$ cat src/rtl/ssd_port_arbiter.sv
// ssd_port_arbiter: round-robin arbiter sharing the SSD controller command port
// between NUM_REQ block-queue requesters. One command is in flight at a time.
// The grant is held until the SSD signals completion or the watchdog expires.
module ssd_port_arbiter #(
    parameter int unsigned NUM_REQ        = 4,
    parameter int unsigned TIMEOUT_CYCLES = 1024,
    localparam int unsigned GW            = $clog2(NUM_REQ)
) (
    input  logic                    clk,
    input  logic                    rst,

    input  logic [NUM_REQ-1:0]      req_valid,
    output logic [NUM_REQ-1:0]      req_ready,
    input  logic [8*NUM_REQ-1:0]    req_opcode,
    input  logic [64*NUM_REQ-1:0]   req_lba,
    input  logic [32*NUM_REQ-1:0]   req_length,
    input  logic [64*NUM_REQ-1:0]   req_data,
    output logic [NUM_REQ-1:0]      req_done,
    output logic [NUM_REQ-1:0]      req_timeout,

    output logic                    ssd_cmd_valid,
    input  logic                    ssd_cmd_ready,
    output logic [7:0]              ssd_opcode,
    output logic [63:0]             ssd_lba,
    output logic [31:0]             ssd_length,
    output logic [63:0]             ssd_data,
    input  logic                    ssd_data_ready,

    output logic                    busy,
    output logic [GW-1:0]           grant_id,
    output logic [15:0]             timeout_count
);

    // Timer only has to reach TIMEOUT_CYCLES-1.
    localparam int unsigned TW = $clog2(TIMEOUT_CYCLES);

    typedef enum logic [1:0] {StIdle, StIssue, StWaitDone} state_e;

    state_e               state_q, state_d;
    logic [GW-1:0]        last_grant_q;
    logic [GW-1:0]        grant_id_q;
    logic [TW-1:0]        timer_q;
    logic [15:0]          timeout_count_q;
    logic [7:0]           opcode_q;
    logic [63:0]          lba_q;
    logic [31:0]          length_q;
    logic [63:0]          data_q;
    logic [NUM_REQ-1:0]   done_q;
    logic [NUM_REQ-1:0]   timeout_q;

    logic                 win_found;
    logic [GW-1:0]        win_idx;
    logic                 expire;

    assign expire = (timer_q == TW'(TIMEOUT_CYCLES - 1));

    // Round-robin search: first valid requester at or after last_grant+1.
    // Scanning downward lets the closest candidate overwrite farther ones.
    always_comb begin
        int            idx;
        logic [GW-1:0] sel;
        win_found = 1'b0;
        win_idx   = '0;
        idx       = 0;
        sel       = '0;
        for (int k = int'(NUM_REQ); k >= 1; k--) begin
            idx = (int'(last_grant_q) + k) % int'(NUM_REQ);
            sel = GW'(idx);
            if (req_valid[sel]) begin
                win_found = 1'b1;
                win_idx   = sel;
            end
        end
    end

    // State register.
    always_ff @(posedge clk or posedge rst) begin
        if (rst) begin
            state_q <= StIdle;
        end else begin
            state_q <= state_d;
        end
    end

    // Next-state logic; completion takes priority over watchdog expiry.
    always_comb begin
        state_d = state_q;
        unique case (state_q)
            StIdle:     if (win_found) state_d = StIssue;
            StIssue:    if (ssd_cmd_ready) state_d = StWaitDone;
            StWaitDone: if (ssd_data_ready || expire) state_d = StIdle;
            default:    state_d = StIdle;
        endcase
    end

    // Outputs decoded from the current state.
    always_comb begin
        req_ready     = '0;
        ssd_cmd_valid = 1'b0;
        busy          = (state_q != StIdle);
        if (state_q == StIdle && win_found) begin
            req_ready = NUM_REQ'(1) << win_idx;
        end
        if (state_q == StIssue) begin
            ssd_cmd_valid = 1'b1;
        end
    end

    // Command capture, watchdog timer, completion pulses and round-robin pointer.
    always_ff @(posedge clk or posedge rst) begin
        if (rst) begin
            last_grant_q    <= GW'(NUM_REQ - 1);
            grant_id_q      <= '0;
            timer_q         <= '0;
            timeout_count_q <= '0;
            opcode_q        <= '0;
            lba_q           <= '0;
            length_q        <= '0;
            data_q          <= '0;
            done_q          <= '0;
            timeout_q       <= '0;
        end else begin
            done_q    <= '0;
            timeout_q <= '0;
            unique case (state_q)
                StIdle: begin
                    if (win_found) begin
                        opcode_q   <= req_opcode[8*int'(win_idx) +: 8];
                        lba_q      <= req_lba[64*int'(win_idx) +: 64];
                        length_q   <= req_length[32*int'(win_idx) +: 32];
                        data_q     <= req_data[64*int'(win_idx) +: 64];
                        grant_id_q <= win_idx;
                    end
                end
                StIssue: begin
                    if (ssd_cmd_ready) begin
                        timer_q <= '0;
                    end
                end
                StWaitDone: begin
                    timer_q <= timer_q + 1'b1;
                    if (ssd_data_ready) begin
                        done_q       <= NUM_REQ'(1) << grant_id_q;
                        last_grant_q <= grant_id_q;
                    end else if (expire) begin
                        timeout_q    <= NUM_REQ'(1) << grant_id_q;
                        last_grant_q <= grant_id_q;
                        if (timeout_count_q != 16'hFFFF) begin
                            timeout_count_q <= timeout_count_q + 16'd1;
                        end
                    end
                end
                default: ;
            endcase
        end
    end

    assign ssd_opcode    = opcode_q;
    assign ssd_lba       = lba_q;
    assign ssd_length    = length_q;
    assign ssd_data      = data_q;
    assign grant_id      = grant_id_q;
    assign timeout_count = timeout_count_q;
    assign req_done      = done_q;
    assign req_timeout   = timeout_q;

endmodule
$ cat config.mk
export PLATFORM = sky130hd
export DESIGN_NAME = ssd_port_arbiter
export DESIGN_NICKNAME = d
export VERILOG_FILES = /design/src/rtl/ssd_port_arbiter.sv
export SDC_FILE = /design/constraint.sdc
export NUM_CORES = 1
export LEC_CHECK = 0
export CORE_AREA = 5 5 339 341
export CTS_BUF_LIST = sky130_fd_sc_hd__clkbuf_8
export CTS_CLUSTER_SIZE = 12
export DETAILED_ROUTE_END_ITERATION = 10
export DIE_AREA = 0 0 344 346
export HOLD_SLACK_MARGIN = 0.06
export PLACE_DENSITY = 0.35
export SYNTH_ARGS = -nofsm -noshare
export SYNTH_HDL_FRONTEND = slang
export SYNTH_SLANG_ARGS = --single-unit
$ cat constraint.sdc
create_clock -name clk -period 8.8 [get_ports clk]
set_input_delay 2.64 -clock clk [delete_from_list [all_inputs] [get_ports clk]]
set_output_delay 2.64 -clock clk [all_outputs]
set_load 0.02 [all_outputs]
## Yosys cells after proc, flatten, opt, wreduce, memory -nomap -nowiden

Cells that the tools add are included.

- Memories: 0
- Flip-flop bits (word level): 208
- ROM bits: 0
- Memory bits (writable): 0
- Bits in latches: 0

- Shift operators: 6
- Mux-type cells: 31
- Bitwise logic cells: 1
- Reductions and logical operators: 11
- Equality and inequality tests: 7
- $add $sub $neg: 6
- Div/mod/pow operators: 0
- Order comparisons: 4
- $mul: 0

Operators with widths:

| operator | number |
|---|---|
| 256-bit by 9-bit variable part select with 64-bit output | 2 |
| 128-bit by 8-bit variable part select with 32-bit output | 1 |
| 32-bit by 6-bit variable part select with 8-bit output | 1 |
| 4-bit 2-to-1 mux | 6 |
| 10-bit one-hot mux with 2 select lines | 1 |
| 2-bit 2-to-1 mux | 9 |
| 16-bit by 1-bit adder with 16-bit output (second input constant) | 1 |
| 16-bit inequality test (second input constant) | 1 |
| 2-bit by 3-bit < comparator with 1-bit output (second input constant) | 4 |
| 10-bit by 1-bit adder with 10-bit output (second input constant) | 1 |
| 10-bit == test (second input constant) | 1 |
| 10-bit 2-to-1 mux | 1 |
| 1-bit 2-to-1 mux | 9 |
| 1-bit binary-select mux with 2-bit select | 4 |
| 1-bit by 2-bit << shifter with 4-bit output (first input constant) | 2 |
| 2-bit inequality test (second input constant) | 3 |
| 2-bit one-hot mux with 3 select lines | 1 |
| 2-bit AND reduction | 3 |
| 2-bit nonzero test | 3 |
| 2-bit by 1-bit adder with 2-bit output (second input constant) | 2 |
| 2-bit adder (second input constant) | 2 |
| 4-bit AND reduction | 1 |
| 3-bit AND reduction | 1 |
| 2-bit by 1-bit == test with 1-bit output (second input constant) | 1 |
| other kinds (5) | 5 |

## Logic depth before layout (Yosys ltp)

- Depth in word-level cells: 9
- Mapped depth: 8
- Gate-level depth less buffers: 6

## Worst setup path after synthesis

OpenSTA, ideal clock, no wires.

- Kind: input to output
- From: input req_valid[1]
- To: output req_ready[0]
- Buffers on the path: 2
- Stages: 6
- Data arrival time: 3.938 ns
- Data required time: 6.160 ns
- Setup slack: 2.222 ns
- Path through: nor2_1 nor3_4 buf_2 buf_1 or3_1 nor2_1

- Longest elaborated chain between the ends: 8

Ends and longest elaborated chain:

| what | line | source |
|---|---|---|
| start, declared | 12 | `input logic [NUM_REQ-1:0] req_valid,` |
| 1-bit binary-select mux with 2-bit select | 69 | `if (req_valid[sel]) begin` |
| 1-bit 2-to-1 mux (not written as such) | 69 |  |
| 2-bit 2-to-1 mux / 1-bit 2-to-1 mux (equally long branches) (4 in series) | 69 |  |
| 1-bit by 2-bit << shifter with 4-bit output / 1-bit logical AND (equally long branches) | 102, 101 |  |
| 4-bit 2-to-1 mux (*) | 101 | `if (state_q == StIdle && win_found) begin` |
| end, declared | 13 | `output logic [NUM_REQ-1:0] req_ready,` |

Mark *: on every way between the ends. The rest lies on a longest branch, timed or not. The select of a mux whose other input is x is not followed.

## Final worst setup path

- From: input req_valid[1]
- To: output req_ready[2]

The elaborated chain is that of the path after synthesis.

==> flow_metrics.env <==
export IMPL_ant_nets=0
export IMPL_io_pins=880
export IMPL_whs_ns=0.4869
export IMPL_drc=0
export IMPL_worst_ep_required_time_ns=6.16
export IMPL_vdd_drop_max_mv=0.1715
export IMPL_die_area_mm2=0.1190
export IMPL_die_y_um=346
export IMPL_wl_per_cell_um=26.09
export IMPL_power_density_mw_per_mm2=302.8
export IMPL_finalMaxSlewViolations=0
export IMPL_crit_fanout=6
export IMPL_grt_pass1_wl_um=131400
export IMPL_h_tree_depth=2
export IMPL_clock_root_buffer="clkbuf_8"
export IMPL_syn_instance_count=1344
export IMPL_min_path_type="register to register"
export IMPL_synthToLayoutAreaGrowth_pct=82.42
export IMPL_worst_ep_arrival_time_ns=5.19
export IMPL_dp_final_hpwl_um=73890
export IMPL_total_power_uw=7533
export IMPL_grt_setup_unrepaired="false"
export IMPL_clk_path_buf_depth=3
export IMPL_synth_nets=2026
export IMPL_grt_total_usage_pct=15.31
export IMPL_post_cts_setup_buffer_count=0
export IMPL_setup_viol=0
export IMPL_synth_top_area_cell="dfrtp_1"
export IMPL_tritoncts="done"
export IMPL_core_area_mm2=0.1116
export IMPL_tns_ns=0
export IMPL_maxSlewHeadroom_pct=14.87
export IMPL_vias=15060
export IMPL_cp_end_kind="output port"
export IMPL_grt_start_max_net_pins=124
export IMPL_ys_ff_latch=208
export IMPL_fin_skew_ns=0.02857
export IMPL_maxCapViolations=0
export IMPL_synth_cell_types=49
export IMPL_drt_pass1_iterations=4
export IMPL_cts_buffers=48
export IMPL_placementRows=123
export IMPL_path_clk_slew_ns=0.05
export IMPL_die_w_um=344
export IMPL_syn_area_mm2=0.01364
export IMPL_yosysSeqAreaShare_pct=38.18
export IMPL_crit_path_start_kind="primary input"
export IMPL_viasPerCell=4.076
export IMPL_period_minus_slack_ns=7.832
export IMPL_syn_area_per_cell_um2=10.15
export IMPL_first_global_vias=16430
export IMPL_cts_resized_gates=0
export IMPL_tightest_slew_ns=1.269
export IMPL_hold_buffers=0
export IMPL_leakagePower_uw=0.008973
export IMPL_fin_nets=2830
export IMPL_gp_congestion=0.8365
export IMPL_io_buffers=879
export IMPL_routed_wl_um=96390
export IMPL_fmax_ghz=0.1277
export IMPL_path_class="primary input to output port"
export IMPL_drt_iter0_drc=752
export IMPL_clock_sinks=208
export IMPL_fillCellCount=12110
export IMPL_yosys_top_cells_area="dfrtp_1, a211oi_1, mux2i_1, o31a_1, a211oi_2"
export IMPL_run_status="completed"
export IMPL_antenna_found_initial=24
export IMPL_start_util_pct=12.23
export IMPL_ys_warn_count=0
export IMPL_overflow=0
export IMPL_finalHoldViolations=0
export IMPL_insertion_delay_ns=0.67
export IMPL_synth_top_area_share_pct=37.79
export IMPL_final_layout_size_suffix_gt1_share_pct=9.478
export IMPL_fin_crit_sh_pct=89.00
==> area by class of cell <==
| class | instances | area (um2) | area share, % |
|---|---|---|---|
| clock buffers | 61 | 839.6 | 3.374 |
| flip-flops and latches | 208 | 5207 | 20.93 |
| clock inverters | 25 | 126.4 | 0.5079 |
| inverters | 6 | 30.03 | 0.1207 |
| well taps | 1500 | 1877 | 7.543 |
| diodes | 10 | 25.02 | 0.1006 |
| repair buffers | 903 | 9054 | 36.39 |
| multi-input cells | 981 | 7724 | 31.04 |
==> worst paths after layout <==
path                                 startpoint            to  slack (ns)  cells past startpoint
worst min register to register       timer_q[4]    timer_q[4]        0.49                      1
worst min-delay path                 timer_q[4]    timer_q[4]        0.49                      1
min in group asynchronous                   rst   ssd_lba[36]        2.43                      2
worst max-delay path               req_valid[1]  req_ready[2]        0.97                      6
max in group asynchronous                   rst  ssd_data[31]        4.85                      3
worst max register to register  last_grant_q[0]  ssd_data[37]        4.80                      8
==> cell families (layout without fill, tap and decap cells) <==
group	after synthesis	after routing	synth area share, %
other cells	0	10	0
xor+xnor	14	14	0.8989
simple gates	264	264	8.311
compound gates	526	526	34.00
buf+inv	155	995	5.549
flops	208	208	38.18
mux	175	175	12.88
fa+ha+maj	2	2	0.1834
==> worst max-delay path, stage by stage <==
cell	delay [ns]
clkdlybuf4s50_1	0.49
or2_1	0.26
a311o_1	0.43
or2_2	0.36
nor2_1	0.26
clkdlybuf4s50_1	0.75
==> per-stage QoR <==
| stage | util [%] | cell area [um2] | worst slack (ns) | std cells |
|---|---|---|---|---|
| finish | 22.30 | 24880 | 0.9680 | 3694 |
| global route | 22.29 | 24870 | 0.7950 | 3690 |
| CTS | 22.28 | 24860 | 0.8179 | 3684 |
| detailed placement | 21.41 | 23890 | 0.8339 | 3598 |
| global placement | 21.41 | 23890 | 0.7768 | 3598 |
| floorplan | - | 13640 | 0.4825 | 1344 |
==> flip-flops by register name, summed over array words and instances, names as in the netlist <==
register       flops
grant_id           2
last_grant_q       2
req_done           4
req_timeout        4
ssd_data          64
ssd_lba           64
ssd_length        32
ssd_opcode         8
state_q            2
timeout_count     16
timer_q           10
==> per-layer routing <==
layer / track usage [%] / vias up / wire length [um]
li1: - / 6878 / -
met1: 17.64 / 7378 / 37620
met2: 26.56 / 651 / 47110
met3: 5.159 / 132 / 8216
met4: 5.108 / 18 / 3320
met5: 0 / - / 120
==> report_power, final <==
part | switching [uW] | leakage, uW | internal [uW] | total, uW
sequential | 283 | 0.00238 | 1390 | 1670
combinational | 2790 | 0.00603 | 1890 | 4670
clock | 564 | 0.000565 | 625 | 1190
total | 3630 | 0.00897 | 3900 | 7530
==> synthesized netlist by cell type (all sizes together) <==
cell      n
a211oi  336
dfrtp   206
nor2    191
mux2i   171
o31a    168
buf      88
clkbuf   61
nand2    21
nor3     11
xor2     11
nand3     8
nand2b    7
and3      6
inv       6
nand4     6
o21ai     6
a21oi     5
mux2      4
nor4      3
or2       3
xnor2     3
a22o      2
and4      2
dfstp     2
ha        2
nand3b    2
nor3b     2
o211ai    2
o31ai     2
a21boi    1
a21o      1
a311o     1
a311oi    1
a31oi     1
nor2b     1
or3       1
==> cells in the final DEF, fill, tap and decap left out, types with 2 or more instances in the layout <==
cell type	count
ha_1	2
and4_1	2
xor2_1	11
diode_2	10
clkdlybuf4s50_1	879
nand3_1	8
buf_12	6
a211oi_2	98
o31a_1	168
nand2_1	20
nor3_1	9
or2_1	2
nand3b_1	2
inv_8	2
xnor2_1	3
mux2i_1	171
nand2b_1	7
a211oi_1	238
a21oi_1	3
o21ai_0	5
o31ai_1	2
mux2_2	3
buf_4	18
nand4_1	6
a21oi_4	2
clkbuf_8	61
nor2_1	190
inv_1	21
dfrtp_1	206
clkinv_2	6
nor4_1	3
a22o_1	2
dfstp_2	2
nor3_4	2
and3_1	6
o211ai_1	2
Power figures use the tool's default switching activity.
